[config.mk]
export PLATFORM = sky130hd
export DESIGN_NAME = dm_ctrl
export DESIGN_NICKNAME = d
export VERILOG_FILES = /design/src/rtl/dm_ctrl.sv
export SDC_FILE = /design/constraint.sdc
export NUM_CORES = 1
export LEC_CHECK = 0
export BUFFER_PORTS_ARGS = -buffer_cell sky130_fd_sc_hd__buf_2
export CAP_MARGIN = 10
export CORE_UTILIZATION = 40
export CTS_CLUSTER_SIZE = 24
export DETAILED_ROUTE_END_ITERATION = 7
export MAX_ROUTING_LAYER = met4
export PLACE_DENSITY = 0.73
export SYNTH_ARGS = -nofsm -noshare
export SYNTH_HDL_FRONTEND = slang
export SYNTH_SLANG_ARGS = --single-unit
[constraint.sdc]
create_clock -name cpu_clk_50M -period 1.6 [get_ports cpu_clk_50M]
set_clock_uncertainty 0.1 [all_clocks]
set_input_delay 0.16 -clock cpu_clk_50M [delete_from_list [all_inputs] [get_ports cpu_clk_50M]]
set_output_delay 0.16 -clock cpu_clk_50M [all_outputs]
set_load 0.005 [all_outputs]
[src/rtl/dm_ctrl.sv]
// dm_ctrl: data-memory access controller, MEM stage load/store to a req/ack SRAM bus.
// Optional wait-state timeout with bus error is built when DM_TIMEOUT_EN is defined.
module dm_ctrl #(
   parameter int TO_WIDTH = 8,
   parameter int TO_LIMIT = 255
) (
   input  logic        cpu_clk_50M,
   input  logic        cpu_rst_n,
   input  logic        mem_req_i,
   input  logic        mem_we_i,
   input  logic [31:0] mem_addr_i,
   input  logic [31:0] mem_wdata_i,
   input  logic [3:0]  mem_bsel_i,
   input  logic        flush_i,
   output logic        stall_req_o,
   output logic [31:0] dm_o,
   output logic        dm_valid_o,
   output logic        bus_req_o,
   output logic        bus_we_o,
   output logic [31:0] bus_addr_o,
   output logic [31:0] bus_wdata_o,
   output logic [3:0]  bus_be_o,
   input  logic        bus_ack_i,
   input  logic [31:0] bus_rdata_i,
   output logic        bus_err_o
);
   typedef enum logic [1:0] {IDLE = 2'd0, REQ = 2'd1, DONE = 2'd2} state_t;
   state_t state;
   logic   abort;
`ifdef DM_TIMEOUT_EN
   logic [TO_WIDTH-1:0] to_cnt;
`else
   assign bus_err_o = 1'b0;
`endif
   // Gated by reset so the stall also drops asynchronously with the bus request.
   assign stall_req_o = cpu_rst_n & (((state == IDLE) & mem_req_i & ~flush_i) | (state == REQ));
   always_ff @(posedge cpu_clk_50M or negedge cpu_rst_n)
      if (!cpu_rst_n) begin
         state       <= IDLE;
         abort       <= 1'b0;
         dm_o        <= '0;
         dm_valid_o  <= 1'b0;
         bus_req_o   <= 1'b0;
         bus_we_o    <= 1'b0;
         bus_addr_o  <= '0;
         bus_wdata_o <= '0;
         bus_be_o    <= '0;
`ifdef DM_TIMEOUT_EN
         bus_err_o   <= 1'b0;
         to_cnt      <= '0;
`endif
      end else begin
         dm_valid_o <= 1'b0;
`ifdef DM_TIMEOUT_EN
         bus_err_o  <= 1'b0;
`endif
         case (state)
            IDLE:
               if (mem_req_i && !flush_i) begin
                  state       <= REQ;
                  abort       <= 1'b0;
                  bus_req_o   <= 1'b1;
                  bus_we_o    <= mem_we_i;
                  bus_addr_o  <= mem_addr_i & ~32'h3;
                  bus_wdata_o <= mem_wdata_i;
                  bus_be_o    <= mem_bsel_i;
`ifdef DM_TIMEOUT_EN
                  to_cnt      <= '0;
`endif
               end
            REQ: begin
               if (flush_i)
                  abort <= 1'b1;
               // A flush landing on the ack cycle aborts the load just like an earlier one.
               if (bus_ack_i) begin
                  state     <= DONE;
                  bus_req_o <= 1'b0;
                  bus_we_o  <= 1'b0;
                  if (!bus_we_o && !abort && !flush_i) begin
                     dm_o       <= bus_rdata_i;
                     dm_valid_o <= 1'b1;
                  end
               end
`ifdef DM_TIMEOUT_EN
               else if (to_cnt == TO_WIDTH'(TO_LIMIT - 1)) begin
                  state     <= DONE;
                  bus_req_o <= 1'b0;
                  bus_we_o  <= 1'b0;
                  bus_err_o <= 1'b1;
                  dm_o      <= '0;
               end else
                  to_cnt <= to_cnt + 1'b1;
`endif
            end
            default:
               state <= IDLE;
         endcase
      end
endmodule

# Word-level counts from Yosys, hierarchy flattened
# Index checks and enable logic that the tools add are counted.
# totals
output_inout_bits,105
inputBits,106
reg_bits,104
# op_classes
reduce_logical,13
n_eq_ne,4
bitwise,5
muxes,14
# ops
cell,count
$reduce_and A3 Y1,3
$mux W1,8
$pmux W1 S2,3
$mux W2,2
$ne A2 B2 Y1 const B,2
$pmux W2 S2,1
$reduce_and A2 Y1,2
$and A1 B1 Y1,3
$logic_and A1 B1 Y1,3
$logic_not A1 Y1,3
$eq A2 B1 Y1 const B,1
$logic_not A2 Y1,1
$ne A2 B1 Y1 const B,1
$reduce_bool A2 Y1,1
$not A1 Y1,1
$or A1 B1 Y1,1

# Longest topological paths before layout
# Gate-level depths: netlist (run 1).
# depth
word_depth,6
mapped_depth,4
depth_no_buf,3

# Worst setup path after synthesis (run 1)
# No wires, ideal clock.
# synth_path
path_type,reg-to-reg
startpoint,register state[1]
endpoint,register bus_addr_o[2]
setup_ps,125
t_required_ps,1375
n_path_buf,1
t_arrival_ps,1492
path_slack_ps,-117
path_stages_with_launch,4
cell_sequence,dfrtp_1 > nor4b_4 > buf_6 > mux2_2
# synth_between
elab_chain_cells,2
# synth_lines
item,line,rtl
"start, declared",28,state_t state;
"start signal, assigned",39,state <= IDLE;
"start signal, assigned",60,state <= REQ;
"start signal, assigned",76,state <= DONE;
$logic_not A2 Y1,57,case (state)
$reduce_and A2 Y1 (no source line),n/a,
"end signal, assigned",64,bus_addr_o <= mem_addr_i & ~32'h3;
"end, declared",20,"output logic [31:0] bus_addr_o,"
# No other way between the ends.
# A chain may end at the register's enable or synchronous reset.

# Worst setup path after layout (run 1)
# layout_path
startpoint,register state[1]
endpoint,register bus_addr_o[21]
# The elaborated chain is that of the path after synthesis.

==> results.cfg, run 1 <==
[status]
status = complete, but fails checks
failed_checks = setup timing

[synthesis]
synth.top_cell.area_share_pct = 65.7
synth_area_um2 = 3960
seq_area_frac_synth_pct = 65.7
yosysWarnings = 0
synth_area_leaders = dfrtp_1, mux2_2, buf_6
ys_seq_elements = 104
ys_types = 18
synth.avg_cell_area_um2 = 17.0
synth_area_leader_cell = dfrtp_1
synthCells = 233

[route]
drc = 0
routed_wirelength_um = 11800
dr_wl_met2_um = 6090
drt_pre_antenna_iters = 4
met1Wirelength_um = 4690
vias = 3201
dr_wl_met3_um = 757
vias_per_cell = 4.57
drt-initial-drc-count = 64
routedWlPerCell_um = 16.8
routed.top_layer = met4
final_antenna_net_count = 0

[worst_setup_path]
end_kind = flip-flop
worst-path-max-fanout = 8
timing.rr.end = bus_addr_o[21]
worstPathRequired_ns = 1.75
reg2reg_from = state[1]
crit_type = flip-flop to flip-flop
r2r_slack_ns = -0.24
r2r_cells = 5
startpoint_type = flip-flop
arrival_ns = 1.99

[sta]
period_minus_slack_ns = 1.84
finalCritPeriodShare_pct = 115
relSlewSlack_pct = 64.2
hold_viol = 0
timing.fmax_ghz = 0.543
finalSetupViolCount = 97
worst_pin_slew_ns = 0.537
slew_violations = 0
hold-worst-slack_ns = 0.0425
setup_slack_ns = -0.243
rsz0062_at_grt = true

[layout]
drive_gt1_share_pct = 61.1
final_area_um2 = 6870
syn2layout_area_growth_pct = 73.6
final_nets = 672
final_util_pct = 73.0
final_cell_mix = buf_2, dfrtp_1, dlygate4sd3_1, mux2_2, mux2_4
final_common_cell = buf_2

[power]
switching_share_pct = 28.1
seqPwrFrac_pct = 47.2
max-vdd-ir-drop_mv = 0.718
p_switching_w = 0.00239
p_clk_share_pct = 19.0
p_leak_nw = 3.45
power.internal_w = 0.00609
combPwrFrac_pct = 33.8
power_density_nw_per_um2 = 1230

[clocking]
clkSinkCount = 104
insertion_delay_ns = 0.35
cts_tree = built
cts_buffer_depth = 2
cts_buffers = 9
root_buffer = clkbuf_8
clk_pin_slew_ns = 0.10
cts.htree.levels = 3

[placed_design]
dpl_cell_area_um2 = 5180
finalWeightedCongestion = 0.706
dpl.hpwl_um = 6040
io_buffers = 205

[run]
drv_cap = 0

[min_path]
min_path_cells = 3
hold-path-endpoint = abort
min_from = flush_i
min_path_type = input pin to flip-flop

[die]
dieArea_um2 = 10300
die_h_um = 102
io_pins = 211
die_x_um = 102
fp.coreArea_um2 = 9420
fp-row-count = 35
start_util_pct = 42.1

[global_routing]
antenna_found_initial = 1
grt_pass1_vias = 3450
grt.total_usage_pct = 22.9
grt_overflow_total = 0
grt_pass1_wl_um = 17200
grt_start_max_net_pins = 105
[power groups by stage]
| stage | clock (W) | combinational, W | sequential (W) |
|---|---|---|---|
| 2_1_floorplan | 0 | 0.000926 | 0.00406 |
| 3_3_place_gp | 0 | 0.00222 | 0.00393 |
| 3_5_place_dp | 0 | 0.00228 | 0.00397 |
| 4_1_cts | 0.00165 | 0.00281 | 0.00395 |
| 5_1_grt | 0.00174 | 0.00310 | 0.00411 |
| 6_report | 0.00161 | 0.00287 | 0.00400 |
[metrics by stage]
step | cells | total power [W] | worst slack [ns] | setup TNS, ns
floorplan | 235 | 0.00499 | -0.117 | -7.37
global placement | 569 | 0.00614 | -0.141 | -7.12
detailed placement | 569 | 0.00625 | -0.167 | -8.64
CTS | 697 | 0.00840 | -0.289 | -13.27
global route | 700 | 0.00895 | -0.319 | -17.29
finish | 700 | 0.00848 | -0.243 | -10.43
[kinds of logic (layout without fill, tap and decap cells)]
logic type             count (synthesis)  in the layout  share of synthesized area (%)
flip-flops                           104            104                           65.7
multiplexers                          98             98                           27.9
buffers and inverters                 16            351                           3.60
AND/OR/NAND/NOR                        8              8                           1.67
AO/OA/AOI/OAI                          6              6                           1.04
other                                  1              4                         0.0947
[layer usage]
layer	up-vias	global-route usage (%)
li1	1475	-
met1	1556	25.8
met2	146	39.7
met3	24	4.97
met4	0	8.36
met5	-	-
[how the worst max path moves through the flow]
stage	end	startpoint	depth (start not counted)	slack (ns)
6_report	bus_addr_o[21]	state[1]	5	-0.24
3_3_place_gp	bus_addr_o[16]	state[1]	4	-0.14
2_1_floorplan	bus_addr_o[2]	state[1]	3	-0.12
5_1_grt	stall_req_o	state[1]	5	-0.32
3_5_place_dp	bus_addr_o[13]	state[1]	4	-0.17
4_1_cts	stall_req_o	state[1]	5	-0.29
[worst max-delay path, stage by stage (launching register included)]
cell       delay [ns]
dfrtp_2          0.45
nor4b_4          0.30
buf_4            0.17
buf_4            0.13
bufbuf_16        0.27
mux2_2           0.33
[synth_stat cells (all sizes together)]
| cell type | n |
|---|---|
| a21o | 2 |
| a21oi | 2 |
| a22o | 1 |
| buf | 13 |
| conb | 1 |
| dfrtp | 104 |
| inv | 3 |
| mux2 | 98 |
| nand2 | 1 |
| nand3 | 1 |
| nor2 | 2 |
| nor2b | 1 |
| nor4 | 1 |
| nor4b | 1 |
| o21a | 1 |
| or3b | 1 |
[timing repair]
action | in CTS | in global routing
pin swaps | 2 | 3
hold buffers | 101 | 0
endpoints found under the hold margin | 205 | 0
gates resized for setup | 62 | 8
gates cloned | 4 | 5
setup buffers | 9 | 4
endpoints found under the setup margin | 100 | 100
[state kept, by name, summed over array words and instances, names as in the netlist]
| signal | count |
|---|---|
| abort | 1 |
| bus_addr_o | 30 |
| bus_be_o | 4 |
| bus_req_o | 1 |
| bus_wdata_o | 32 |
| bus_we_o | 1 |
| dm_o | 32 |
| dm_valid_o | 1 |
| state | 2 |
[area by class of cell]
class                      count  area, µm²
clock inverter                 4       55.1
tap                          129        161
inverter                       3       11.3
timing repair buffer         333       2480
clock buffer                  11        131
fill                         599       2540
multi-input combinational    115       1430
antenna                        1       2.50
sequential                   104       2600
Note: power is estimated with default switching activity, not from simulation.
==> run 2: changes to the inputs <==
Settings changed: SETUP_SLACK_MARGIN set to 0.1.
==> results.cfg, run 2 (same netlist as run 1, synthesis figures left out) <==
[status]
status = complete, but fails checks
failed_checks = setup timing

[sta]
setup_slack_ns = -0.217
hold_viol = 0
rsz0062_at_grt = true
tns_ns = -11.54
slew_violations = 0
finalSetupViolCount = 102
timing.fmax_ghz = 0.550
period_minus_slack_ns = 1.82
finalCritPeriodShare_pct = 114
relSlewSlack_pct = 63.8
worst_pin_slew_ns = 0.543

[route]
vias_per_cell = 4.63
vias = 3272
final_antenna_net_count = 0
routed_wirelength_um = 11900
routedWlPerCell_um = 16.8
drc = 0
drt_pre_antenna_iters = 4
drt-initial-drc-count = 80

[global_routing]
antenna_found_initial = 0
grt.total_usage_pct = 23.4
grt_pass1_wl_um = 17500
grt_pass1_vias = 3510
grt_overflow_total = 0
grt_start_max_net_pins = 105

[worst_setup_path]
r2r_cells = 6
cpMaxStageDelayCell = dfrtp_1
crit_top_cell = buf_4
path_cells = nor4b_4 -> buf_4 -> buf_4 -> buf_8 -> clkbuf_16 -> mux2_2
worstPathRequired_ns = 1.73
arrival_ns = 1.95
worst-path-max-fanout = 6
startpoint_type = flip-flop
timing.rr.end = bus_wdata_o[13]
reg2reg_from = state[0]
cpPeakStageDelay_ns = 0.41
end_kind = flip-flop
r2r_slack_ns = -0.22
crit_type = flip-flop to flip-flop

[layout]
stdcell_count = 707
largest_registers = bus_wdata_o: 32 flops, dm_o: 32 flops, bus_addr_o: 30 flops
syn2layout_area_growth_pct = 78.0
final_cell_mix = buf_2, dfrtp_1, dlygate4sd3_1, mux2_4, mux2_2
final_area_um2 = 7050
seqCellArea_um2 = 2600
diodes = 0
fill_cells = 581
drive_gt1_share_pct = 61.8
multi_input_area_um2 = 1490
final_util_pct = 74.9
final_common_cell = buf_2
final_nets = 679

[power]
power.total_w = 0.00858
power_density_nw_per_um2 = 1220
max-vdd-ir-drop_mv = 0.998
power.internal_w = 0.00615
p_clk_share_pct = 18.1
p_switching_w = 0.00243
switching_share_pct = 28.3
p_leak_nw = 3.57
seqPwrFrac_pct = 46.7
combPwrFrac_pct = 35.3

[die]
die_h_um = 102
fp.coreArea_um2 = 9420
dieArea_um2 = 10300
die_x_um = 102
start_util_pct = 42.1
io_pins = 211
fp-row-count = 35

[placed_design]
dpl_cell_area_um2 = 5180
finalWeightedCongestion = 0.695
dpl.hpwl_um = 6100
place_inst = 565
io_buffers = 205

[clocking]
cts_buffers = 9
clkSinkCount = 104
cts.htree.levels = 3
cts_tree = built
insertion_delay_ns = 0.35
clk_pin_slew_ns = 0.09
root_buffer = clkbuf_8
cts_buffer_depth = 2

[min_path]
min_from = flush_i
hold-path-endpoint = abort
min_path_type = input pin to flip-flop
min_path_cells = 3

[run]
drv_cap = 0
## run 2: cell count changes in the layout (fill, tap and decap cells not counted), moves of 2 or more
cell	delta
clkinv_4	+2
mux2_2	-18
clkbuf_1	-2
bufbuf_16	-2
buf_16	+6
clkbuf_16	-2
buf_6	+5
mux2_4	+18
clkbuf_8	+2
## run 2: what timing repair did
item	4_1_cts	5_1_grt
endpoints found under the hold margin	205	0
endpoints found under the setup margin	98	102
pin swaps	3	3
gates resized for setup	62	30
setup buffers	13	5
hold buffers	101	0
gates cloned	8	2
## run 2: worst max path at each step
stage / to / startpoint / slack (ns) / cells past startpoint
4_1_cts: stall_req_o / state[1] / -0.23 / 5
5_1_grt: stall_req_o / state[0] / -0.28 / 5
2_1_floorplan: bus_addr_o[2] / state[1] / -0.12 / 3
6_report: bus_wdata_o[13] / state[0] / -0.22 / 6
3_5_place_dp: bus_wdata_o[20] / state[1] / -0.06 / 4
3_3_place_gp: bus_wdata_o[19] / state[1] / -0.05 / 4
## run 2: worst max-delay path, delay by kind of cell (launching register included)
family                 cells  cell delay [ns]
buffers and inverters      4             0.57
flip-flops                 1             0.41
multiplexers               1             0.32
AND/OR/NAND/NOR            1             0.31
## run 2: metal layers
metal  up-vias  global-route usage [%]  part of all wire (%)  routed length [µm]
li1       1486                       -                     -                   -
met1      1621                    25.7                    40                4800
met2       135                    41.7                    53                6270
met3        30                    4.28                   4.2                 496
met4         0                    9.25                   2.7                 324
met5         -                       -                     0                   0
## run 2: through the flow
| step | hold slack, ns | worst slack (ns) |
|---|---|---|
| 3_5_place_dp | 0.196 | -0.0650 |
| 6_report | 0.0881 | -0.217 |
| 5_1_grt | 0.0839 | -0.284 |
| 4_1_cts | 0.0256 | -0.228 |
| 3_3_place_gp | 0.189 | -0.0461 |
| 2_1_floorplan | -0.236 | -0.117 |
## run 2: power groups by stage
stage               Clock, W  Combinational [W]  Sequential, W
CTS                  0.00162            0.00284        0.00395
finish               0.00155            0.00303        0.00400
global placement           0            0.00222        0.00392
floorplan                  0           0.000926        0.00406
detailed placement         0            0.00228        0.00399
global route         0.00171            0.00326        0.00411
## run 2: final cells by class
class	count	area share (%)
Timing Repair Buffer	340	36.7
Inverter	3	0.160
Multi-Input combinational cell	115	21.2
Sequential cell	104	36.9
Clock inverter	5	0.568
Tap cell	129	2.29
Clock buffer	11	2.15
==> run 3: changes to the inputs <==
Settings changed: CELL_PAD_IN_SITES_DETAIL_PLACEMENT set to 0, CELL_PAD_IN_SITES_GLOBAL_PLACEMENT set to 2, CORE_UTILIZATION 40 to 26, PLACE_DENSITY 0.73 to 0.72.
Clock period 1.6 ns to 1.65 ns, I/O delays scaled along.
==> results.cfg, run 3 (same netlist as run 1, synthesis figures left out) <==
[status]
status = complete, but fails checks
failed_checks = DRC, setup timing

[worst_setup_path]
startpoint_type = flip-flop
r2r_slack_ns = -0.12
worst-path-max-fanout = 2
arrival_ns = 1.52
end_kind = output pin
worstPathRequired_ns = 1.38
crit_type = flip-flop to output pin

[route]
routedWlPerCell_um = 14.3
drc = 15
vias = 3133
final_antenna_net_count = 0
drt_pre_antenna_iters = 6
routed_wirelength_um = 10700
drt-initial-drc-count = 103
vias_per_cell = 4.19

[clocking]
cts_buffer_depth = 2
cts.htree.levels = 3
insertion_delay_ns = 0.34
root_buffer = clkbuf_16
cts_tree = built
clk_pin_slew_ns = 0.07
clkSinkCount = 104
cts_buffers = 9

[sta]
hold-worst-slack_ns = 0.0260
finalCritPeriodShare_pct = 108
relSlewSlack_pct = 62.9
hold_viol = 0
timing.fmax_ghz = 0.560
period_minus_slack_ns = 1.78
rsz0062_at_grt = true
finalSetupViolCount = 70
slew_violations = 0
setup_slack_ns = -0.134
worst_pin_slew_ns = 0.556

[layout]
syn2layout_area_growth_pct = 72.6
final_common_cell = buf_2
fill_cells = 1315
final_nets = 664
diodes = 0
largest_registers = bus_wdata_o: 32 flops, dm_o: 32 flops, bus_addr_o: 30 flops
stdcell_count = 747
final_cell_mix = buf_2, dfrtp_1, dlygate4sd3_1, mux2_2, mux2_4
drive_gt1_share_pct = 60.6

[min_path]
min_path_type = input pin to flip-flop

[placed_design]
place_inst = 619
dpl.hpwl_um = 6510
io_buffers = 205
finalWeightedCongestion = 0.706

[power]
p_leak_nw = 3.37
max-vdd-ir-drop_mv = 0.898
power_density_nw_per_um2 = 1280

[die]
start_util_pct = 26.9
dieArea_um2 = 15700
die_x_um = 125
die_h_um = 125
io_pins = 211
fp-row-count = 44
fp.coreArea_um2 = 14700

[global_routing]
grt_pass1_wl_um = 16600
grt_overflow_total = 0
antenna_found_initial = 0
grt_start_max_net_pins = 105
grt.total_usage_pct = 14.2
grt_pass1_vias = 3338

[run]
drv_cap = 0
==> run 3: cell count changes in the layout (fill, tap and decap cells not counted), sizes merged <==
cell / delta
buf: -14
bufinv: +2
clkbuf: -1
clkinv: -1
inv: -1
==> run 3: power by group <==
part           switching, W  internal (W)  leakage (nW)
clock network      0.000925       0.00141         0.165
registers          0.000415       0.00341          1.24
logic              0.000929       0.00167          1.96
total               0.00227       0.00649          3.37
==> run 3: worst paths after layout <==
path	from	endpoint	cells after the start
hold / removal	flush_i	abort	3
max in group asynchronous	cpu_rst_n	bus_addr_o[10]	3
hold reg to reg	bus_req_o	bus_req_o	1
min in group asynchronous	cpu_rst_n	state[1]	3
setup / recovery	state[1]	stall_req_o	5
setup reg to reg	state[1]	bus_addr_o[21]	5
==> run 3: final cells by class <==
class	count	area [µm²]	area share, %
Sequential cell	104	2600	38.1
Timing Repair Buffer	325	2330	34.1
Multi-Input combinational cell	115	1330	19.4
Clock buffer	11	253	3.70
Tap cell	184	230	3.37
Clock inverter	5	78.8	1.15
Inverter	3	11.3	0.165
==> run 3: routing by layer <==
layer  GRT usage [%]  up-vias  part of all wire [%]
met5               -        -                     0
met4            7.53        0                   2.9
met3            3.77       19                   6.2
met2            24.1      127                    52
met1            15.2     1525                    39
li1                -     1462                     -
==> run 3: through the flow <==
step / setup TNS (ns) / total power [W] / setup WS [ns] / area [µm²] / utilization [%]
final: -6.49 / 0.00875 / -0.134 / 6840 / 46.5
after CTS: -8.61 / 0.00876 / -0.152 / 6710 / 45.7
after floorplan: -4.12 / 0.00483 / -0.0670 / 3980 / -
after detailed placement: -3.40 / 0.00608 / -0.0749 / 5200 / 35.4
after global placement: -3.59 / 0.00600 / -0.0670 / 5200 / 35.4
after global routing: -13.59 / 0.00930 / -0.227 / 6840 / 46.5
==> run 3: critical path: stages, from the launching register on <==
cell and delay (ns):
dfrtp_1 0.41, nor4b_4 0.29, buf_4 0.17, buf_6 0.09, o21a_1 0.09, buf_2 0.12
==> run 3: what timing repair did <==
item,in CTS,in global routing
pin swaps,1,1
hold endpoints to repair,204,0
resized for setup,13,25
gates cloned,3,1
buffers inserted,5,3
setup endpoints to repair,100,101
hold buffers,101,0
